`config.mk`:
```
export PLATFORM = sky130hd
export DESIGN_NAME = sync_filter_multi
export DESIGN_NICKNAME = d
export VERILOG_FILES = /design/src/rtl/sync_pkg.sv /design/src/rtl/sync_filter_ch.sv /design/src/rtl/sync_filter_multi.sv
export SDC_FILE = /design/constraint.sdc
export NUM_CORES = 1
export LEC_CHECK = 0
export ABC_AREA = 1
export CAP_MARGIN = 40
export CORE_AREA = 3 3 40 42
export DETAILED_ROUTE_END_ITERATION = 7
export DIE_AREA = 0 0 43 45
export GPL_ROUTABILITY_DRIVEN = 0
export PLACE_DENSITY = 0.47
export SYNTH_ARGS = -nofsm -noshare
export SYNTH_HDL_FRONTEND = slang
export SYNTH_SLANG_ARGS = --single-unit
```
`constraint.sdc`:
```
create_clock -name clk -period 2.3 [get_ports clk]
set_input_delay 0.46 -clock clk [delete_from_list [all_inputs] [get_ports clk]]
set_output_delay 0.46 -clock clk [all_outputs]
set_load 0.1 [all_outputs]
```
`src/rtl/sync_pkg.sv`:
```
// sync_pkg: shared limits and counter sizing for the synchronizer/filter slice.
package sync_pkg;
  localparam int MAX_SYNC_STAGES = 4;
  localparam int MAX_FILTER_CYCLES = 255;
  function automatic int cnt_width(input int filter_cycles);
    return (filter_cycles < 1) ? 1 : $clog2(filter_cycles + 1);
  endfunction
endpackage

```
`src/rtl/sync_filter_ch.sv`:
```
// sync_filter_ch: one channel of synchronizer chain, glitch filter and edge detector.
module sync_filter_ch
  import sync_pkg::*;
#(
  parameter int   SYNC_STAGES   = 2,
  parameter int   FILTER_CYCLES = 4,
  parameter logic RST_VAL       = 1'b1
) (
  input  logic clk,
  input  logic n_rst,
  input  logic async_in,
  output logic sync_out,
  output logic filt_out,
  output logic rise_pulse,
  output logic fall_pulse
);
  if (SYNC_STAGES < 2 || SYNC_STAGES > MAX_SYNC_STAGES) begin : g_bad_stages
    $error("sync_filter_ch: SYNC_STAGES must be 2..4");
  end
  if (FILTER_CYCLES < 0 || FILTER_CYCLES > MAX_FILTER_CYCLES) begin : g_bad_filter
    $error("sync_filter_ch: FILTER_CYCLES must be 0..255");
  end
  logic [SYNC_STAGES-1:0] sync_q, sync_d;
  logic hist_q;
  assign sync_d = {sync_q[SYNC_STAGES-2:0], async_in};
  always_ff @(posedge clk or negedge n_rst)
    if (!n_rst) sync_q <= {SYNC_STAGES{RST_VAL}};
    else sync_q <= sync_d;
  assign sync_out = sync_q[SYNC_STAGES-1];
  if (FILTER_CYCLES == 0) begin : g_bypass
    assign filt_out = sync_out;
  end else begin : g_filter
    localparam int CNT_W = cnt_width(FILTER_CYCLES);
    logic [CNT_W-1:0] cnt_q, cnt_d;
    logic filt_q, filt_d, mism, done;
    // The counter only ever counts consecutive disagreeing samples.
    always_comb begin
      mism = sync_out != filt_q;
      done = mism && (cnt_q == CNT_W'(FILTER_CYCLES - 1));
      cnt_d = (!mism || done) ? '0 : cnt_q + 1'b1;
      filt_d = done ? sync_out : filt_q;
    end
    always_ff @(posedge clk or negedge n_rst)
      if (!n_rst) begin
        cnt_q <= '0;
        filt_q <= RST_VAL;
      end else begin
        cnt_q <= cnt_d;
        filt_q <= filt_d;
      end
    assign filt_out = filt_q;
  end
  always_ff @(posedge clk or negedge n_rst)
    if (!n_rst) hist_q <= RST_VAL;
    else hist_q <= filt_out;
  assign rise_pulse = filt_out & ~hist_q;
  assign fall_pulse = ~filt_out & hist_q;
endmodule

```
`src/rtl/sync_filter_multi.sv`:
```
// sync_filter_multi: NUM_CH independent input conditioners for asynchronous pins.
module sync_filter_multi
  import sync_pkg::*;
#(
  parameter int                NUM_CH        = 1,
  parameter int                SYNC_STAGES   = 2,
  parameter logic [NUM_CH-1:0] RESET_VAL     = {NUM_CH{1'b1}},
  parameter int                FILTER_CYCLES = 4
) (
  input  logic              clk,
  input  logic              n_rst,
  input  logic [NUM_CH-1:0] async_in,
  output logic [NUM_CH-1:0] sync_out,
  output logic [NUM_CH-1:0] filt_out,
  output logic [NUM_CH-1:0] rise_pulse,
  output logic [NUM_CH-1:0] fall_pulse
);
  for (genvar i = 0; i < NUM_CH; i++) begin : g_ch
    sync_filter_ch #(
      .SYNC_STAGES  (SYNC_STAGES),
      .FILTER_CYCLES(FILTER_CYCLES),
      .RST_VAL      (RESET_VAL[i])
    ) u_ch (
      .clk       (clk),
      .n_rst     (n_rst),
      .async_in  (async_in[i]),
      .sync_out  (sync_out[i]),
      .filt_out  (filt_out[i]),
      .rise_pulse(rise_pulse[i]),
      .fall_pulse(fall_pulse[i])
    );
  end
endmodule

```
Yosys cells after proc, flatten, opt, wreduce, memory -nomap -nowiden
Cells that the tools add are included.
{ "totals": {"out_inout_bits": 4, "input_bits": 3, "register_bits": 7} }
{ "op_classes": {"n_reduce_logical": 3, "n_eq_ne": 2, "n_bitwise": 4, "n_addsub": 1, "mux": 1} }
{ "ops": {"columns": ["op", "n"], "rows": [
  ["$add 3x1->3 const B", 1],
  ["$eq 3x2->1 const B", 1],
  ["$mux 3", 1],
  ["$and 1x1->1", 2],
  ["$not 1->1", 2],
  ["$logic_and 1x1->1", 1],
  ["$logic_not 1->1", 1],
  ["$logic_or 1x1->1", 1],
  ["$ne 1x1->1", 1]
]} }

Logic depth before layout (Yosys ltp)
Gate-level depths: netlist (run 1).
{ "depth": {"depth_word": 4, "depth_mapped": 5, "ltp_nobuf": 5} }

Least setup slack after synthesis (run 1)
OpenSTA, ideal clock, no wires.
{ "synth_path": {"kind": "register to output", "start": "register g_ch[0].u_ch.g_filter.filt_q", "end": "output port rise_pulse", "arrival_time_ns": 2.255, "required_ns": 1.840, "setup_slack_ns": -0.415, "n_path_buf": 0, "stages_incl_launch_ff": 3, "path_cell_list": "dfstp_2 > inv_1 > nor2_1"} }
{ "synth_via": {"elab_chain_len": 1} }
{ "synth_rtl": {"columns": ["item", "line_no", "rtl"], "rows": [
  ["start: declaration", "sync_filter_ch.sv:35", "logic filt_q, filt_d, mism, done;"],
  ["start signal: assignment", "sync_filter_ch.sv:49", "filt_q <= filt_d;"],
  ["$and 1x1->1", "sync_filter_ch.sv:56", "assign rise_pulse = filt_out & ~hist_q;"],
  ["end: declaration", "sync_filter_multi.sv:15", "output logic [NUM_CH-1:0] rise_pulse,"]
]} }
No other way between the ends.

Worst setup path after layout (run 1)
Same ends and word-level chain as after synthesis.

==> run summary, run 1 <==
Initial core utilization -> 20.9%
Layout cell share with drive strength beyond 1 -> 41.2%
Port buffer count -> 6
Top post-synthesis cells by area -> dfstp_2 39%, dfrtp_1 28%, ha_1 9.3%
Clock Skew -> 0.00561 ns
Core Footprint -> 1280 um2
H-tree depth -> 1
Critical path launch point type -> flip-flop
Final Slew Violations -> 0
Ys flop type -> dfstp_2
Simple-gate area share of the yosys netlist -> 14.9%
Final Hold Viols -> 0
Total of max-cap violations -> 0
Routed WL per cell -> 8.47 um
Top cells by count, synth -> 5 x inv_1, 4 x dfstp_2, 3 x dfrtp_1, 3 x nand2_1, 3 x nor3_1
Post-synth ARST share -> 100%
Worst EP required -> 1.84 ns
EDFF count, synth -> 0
Final period util -> 73.4%
Worst hold path class -> flip-flop to flip-flop
WP data arrival -> 1.23 ns
Synth Register Bits -> 7
Clock slew at reported path FFs -> 0.05 ns
Post-synthesis mux area share -> 0%
GRT Total Usage -> 5.89%
Setup-failing EPs final -> 0
Multi-input logic area -> 75.1 um2
CTS max path bufs -> 2
Worst-margin pin slew -> 0.299 ns
Complex-gate fraction of the synthesized area -> 1.86%
N_diodes -> 0
Sequential share of the synthesized area -> 67.0%
Initial DRC Count -> 1
DRC violation count after routing -> 0
Root buf cell -> clkbuf_4
Cell taking the most area after synthesis -> dfstp_2
WS Path Type -> flip-flop to primary output
Cells after Synth -> 24
Post-Synth XOR/XNOR Area -> 0%
Distinct cells, synth -> 9
Post-CTS sizing -> 0
Fin util -> 29.7%
Filler Cells Inserted -> 130
CTS Buf Count -> 3
RSZ-0062 raised after global routing -> false
Antenna viol nets, final -> 0
Routed vias/inst -> 3.67
Total grt overflow -> 0
Post-CTS Hold Buffers -> 0
DRT Pass-1 Iters -> 2
Largest family of logic cells by synthesized area -> simple AND/OR/NAND/NOR gates
Post-synth top area share -> 39.1%
Worst hold margin -> 0.356 ns
TritonCTS sink count -> 7
Max-slew headroom -> 80.0%
Net Count, Synth -> 29
Area share of fa/ha/maj cells after synthesis -> 9.30%
Die Y -> 45 um
First-pass GRT wire length -> 731 um
Avg Inst Size Synth -> 11.2 um2
CTS tree -> done
F_max -> 0.592 GHz
Vias -> 180
CP Max Fanout -> 6
Fin nets -> 40
Setup Buffers After CTS -> 0
Post-layout min period -> 1.69 ns
Setup TNS -> 0 ns
Num rows -> 13
Vias in the first global route -> 177
Post-DP HPWL -> 352 um
Number of antenna violations at the first check in global routing -> 0
Die area -> 1940 um2
Largest net degree at the start of global routing -> 8
Detailed Route WL -> 415 um
Synth-to-layout area growth -> 41.9%
Cell Area, Synth -> 269 um2
Status -> completed
Die W -> 43 um
FF+latch area -> 180 um2
Most frequent cell after synthesis -> inv_1
Worst skew pair latency -> 0.25 ns
Top-level I/O count -> 7
Ys Warns -> 0
Crit end category -> primary output
==> path summary, 6_finish.rpt <==
kind	startpoint	to	slack (ns)	cells after the start
setup / recovery	g_ch[0].u_ch.filt_out$_DFFE_PN1P_	rise_pulse	0.61	3
hold / removal	g_ch[0].u_ch.sync_q[0]$_DFF_PN1_	g_ch[0].u_ch.sync_q[1]$_DFF_PN1_	0.36	0
setup reg to reg	g_ch[0].u_ch.g_filter.cnt_q[0]$_DFF_PN0_	g_ch[0].u_ch.g_filter.cnt_q[2]$_DFF_PN0_	1.17	5
hold reg to reg	g_ch[0].u_ch.sync_q[0]$_DFF_PN1_	g_ch[0].u_ch.sync_q[1]$_DFF_PN1_	0.36	0
max in group asynchronous	n_rst	g_ch[0].u_ch.sync_q[0]$_DFF_PN1_	1.55	1
min in group asynchronous	n_rst	g_ch[0].u_ch.g_filter.cnt_q[2]$_DFF_PN0_	0.46	1
==> cell type report <==
type                            count  area share, %
Sequential cell                     7           47.2
Clock buffer                        4           6.89
Timing Repair Buffer                6           16.4
Inverter                            5           4.92
Tap cell                           15           4.92
Multi-Input combinational cell     12           19.7
==> cells in the final DEF (no fill, tap or decap) <==
cell type,netlist,final
buf_12,0,1
buf_4,0,3
clkbuf_1,0,1
clkbuf_4,0,3
clkdlybuf4s50_1,0,2
dfrtp_1,3,3
dfstp_2,4,4
ha_1,2,2
inv_1,5,5
nand2_1,3,3
nor2_2,1,3
nor3_1,3,3
o21ai_0,1,1
==> state kept, by name (all words and copies together), names as in the netlist <==
register and cells:
g_ch.u_ch.g_filter.cnt_q 3, g_ch.u_ch.filt_out 1, g_ch.u_ch.hist_q 1, g_ch.u_ch.sync_q 2
==> routing by layer <==
layer	vias to the layer above	routed length (um)	global-route usage [%]
met2	7	216	8.68
met3	2	36	4.78
li1	92	-	-
met5	-	0	0
met4	0	8	5.42
met1	79	153	4.96
==> metrics by stage <==
step	instances	setup WS, ns	cell area (um2)
floorplan	24	0.0215	274
global placement	45	0.896	355
detailed placement	45	0.877	355
CTS	49	0.593	382
global route	49	0.543	382
finish	49	0.612	382
==> critical path, stage by stage, from the launching register on <==
cell	delay, ns
dfstp_2	0.59
inv_1	0.08
nor2_2	0.12
buf_12	0.19
==> cell families after synthesis <==
family,after synthesis
AOI/OAI and AO/OA,1
and+or+nand+nor,9
buffers and inverters,5
adders and majority gates,2
DFF,7
Power of run 1 is not shown: default switching activity piles up to over one toggle a cycle in this logic, so the estimate is an artifact.
==> run 2: changes to the inputs <==
- clock period: 2.3 -> 1.6 ns (I/O delays scaled with it)
==> run 2 against run 1 <==
Hold slack got worse by 0.027 ns; non-clock buffer count up 1; largest cell class unchanged; clock-buffer cell count stayed put; register-to-register slack got worse by 0.74 ns; critical endpoint unchanged.
==> run summary, run 2 (synthesized netlist as in run 1, its figures left out) <==
Worst hold path class -> primary input to asynchronous set/reset pin
Die Y -> 45 um (unchanged)
Vias -> 194 (+7.8%)
Setup-failing EPs final -> 0 (unchanged)
Top-level I/O count -> 7 (unchanged)
CP Max Fanout -> 2 (-4)
Number of antenna violations at the first check in global routing -> 0 (unchanged)
CTS Buf Count -> 3 (unchanged)
Post-CTS Hold Buffers -> 0 (unchanged)
CTS max path bufs -> 2 (unchanged)
Root buf cell -> clkbuf_4
DRC violation count after routing -> 0 (unchanged)
Post-layout instance area -> 453 um2 (+19%)
Status -> completed
Biggest register -> g_ch.u_ch.g_filter.cnt_q
WS Path Type -> flip-flop to primary output
N_diodes -> 0 (unchanged)
RSZ-0062 raised after global routing -> false
Synth-to-layout area growth -> 68.4%
Crit path cell chain -> inv_2 -> nor2_4 -> buf_12
Worst hold margin -> 0.329 ns (-0.0269 ns)
Detailed Route WL -> 473 um (+14%)
Largest regs -> g_ch.u_ch.g_filter.cnt_q x3, g_ch.u_ch.sync_q x2
TritonCTS sink count -> 7 (unchanged)
Final Slew Violations -> 0 (unchanged)
Antenna viol nets, final -> 0 (unchanged)
Post-DP HPWL -> 367 um (+4.3%)
Final Hold Viols -> 0 (unchanged)
H-tree depth -> 1 (unchanged)
Num rows -> 13 (unchanged)
Final Worst Setup Slack -> 0.0593 ns (-0.552 ns)
GRT Total Usage -> 6.13% (+0.24 points)
Core Footprint -> 1280 um2 (unchanged)
Routed vias/inst -> 3.88 (+5.6%)
Routed WL per cell -> 9.46 um (+12%)
Vias in the first global route -> 205 (+16%)
Die area -> 1940 um2 (unchanged)
Critical path's slowest cell -> dfstp_4
Commonest non-fill, non-tap cell in the layout -> buf_12
Commonest cells after routing, fill and taps aside -> 5 x buf_12, 4 x inv_1
CTS tree -> done
Worst EP required -> 1.28 ns (-0.56 ns)
Fin nets -> 41 (+2.5%)
Critical path launch point type -> flip-flop
Total of max-cap violations -> 0 (unchanged)
Layout cell share with drive strength beyond 1 -> 45.7% (+4.5 points)
Post-layout min period -> 1.54 ns
Worst-margin pin slew -> 0.309 ns (+0.0106 ns)
Crit end category -> primary output
Dpl ws -> 0.263 ns (-0.613 ns)
Initial core utilization -> 20.9% (unchanged)
Worst skew pair latency -> 0.25 ns (about the same)
Port buffer count -> 6 (unchanged)
Dpl cell area -> 407 um2 (+14%)
Max-slew headroom -> 79.3% (-0.71 points)
Cell count of the worst reg-to-reg path -> 5 (unchanged)
Total grt overflow -> 0 (unchanged)
First-pass GRT wire length -> 807 um (+10%)
Clock Skew -> 0.00117 ns (-0.00445 ns)
Clock slew at reported path FFs -> 0.05 ns (about the same)
Die W -> 43 um (unchanged)
Largest net degree at the start of global routing -> 8 (unchanged)
F_max -> 0.649 GHz
DRT Pass-1 Iters -> 2 (unchanged)
Crit-path max cell delay -> 0.63 ns (+0.04 ns)
Largest register FFs -> 3 (unchanged)
Initial DRC Count -> 1 (unchanged)
Final period util -> 96.3%
WP data arrival -> 1.22 ns (about the same)
## run 2: worst paths after layout
path                                                     startpoint                                  endpoint  slack [ns]
min in group clk                   g_ch[0].u_ch.sync_q[0]$_DFF_PN1_          g_ch[0].u_ch.sync_q[1]$_DFF_PN1_        0.36
max reg2reg                g_ch[0].u_ch.g_filter.cnt_q[0]$_DFF_PN0_  g_ch[0].u_ch.g_filter.cnt_q[2]$_DFF_PN0_        0.43
min reg2reg                        g_ch[0].u_ch.sync_q[0]$_DFF_PN1_          g_ch[0].u_ch.sync_q[1]$_DFF_PN1_        0.36
max                               g_ch[0].u_ch.filt_out$_DFFE_PN1P_                                rise_pulse        0.06
min                                                           n_rst  g_ch[0].u_ch.g_filter.cnt_q[0]$_DFF_PN0_        0.33
max in group asynchronous                                     n_rst             g_ch[0].u_ch.hist_q$_DFF_PN1_        0.99
## run 2: worst max-delay path: cells and delay by family, from the launching register on
kind,cells,cell delay [ns]
flops,1,0.63
buf+inv,2,0.23
simple gates,1,0.11
## run 2: layout make-up
class                      instances  area, um2
clock buffer                       4       26.3
multi-input combinational         12       85.1
sequential                         7        184
tap                               15       18.8
fill                             128        832
inverter                           5       18.8
timing repair buffer               7        120
## run 2: what timing repair did
item                       in CTS  in global routing
setup buffers                   1                  0
setup endpoints to repair       1                  0
gates resized for setup         0                  0
## run 2: stage by stage
step,utilization [%],cells,TNS [ns]
after global routing,35.2,50,0
final,35.2,50,0
after detailed placement,31.6,45,0
after CTS,35.2,50,0
after global placement,31.6,45,0
after floorplan,-,24,-0.111
## run 2: layer usage
layer / track usage, % / vias to the layer above / share of wire [%]
met5: 0 / - / 0
met4: 9.04 / 0 / 0
met3: 1.59 / 0 / 8.0
met2: 9.88 / 6 / 55
met1: 5.19 / 92 / 37
li1: - / 96 / -
Power of run 2 is left out for the same reason.
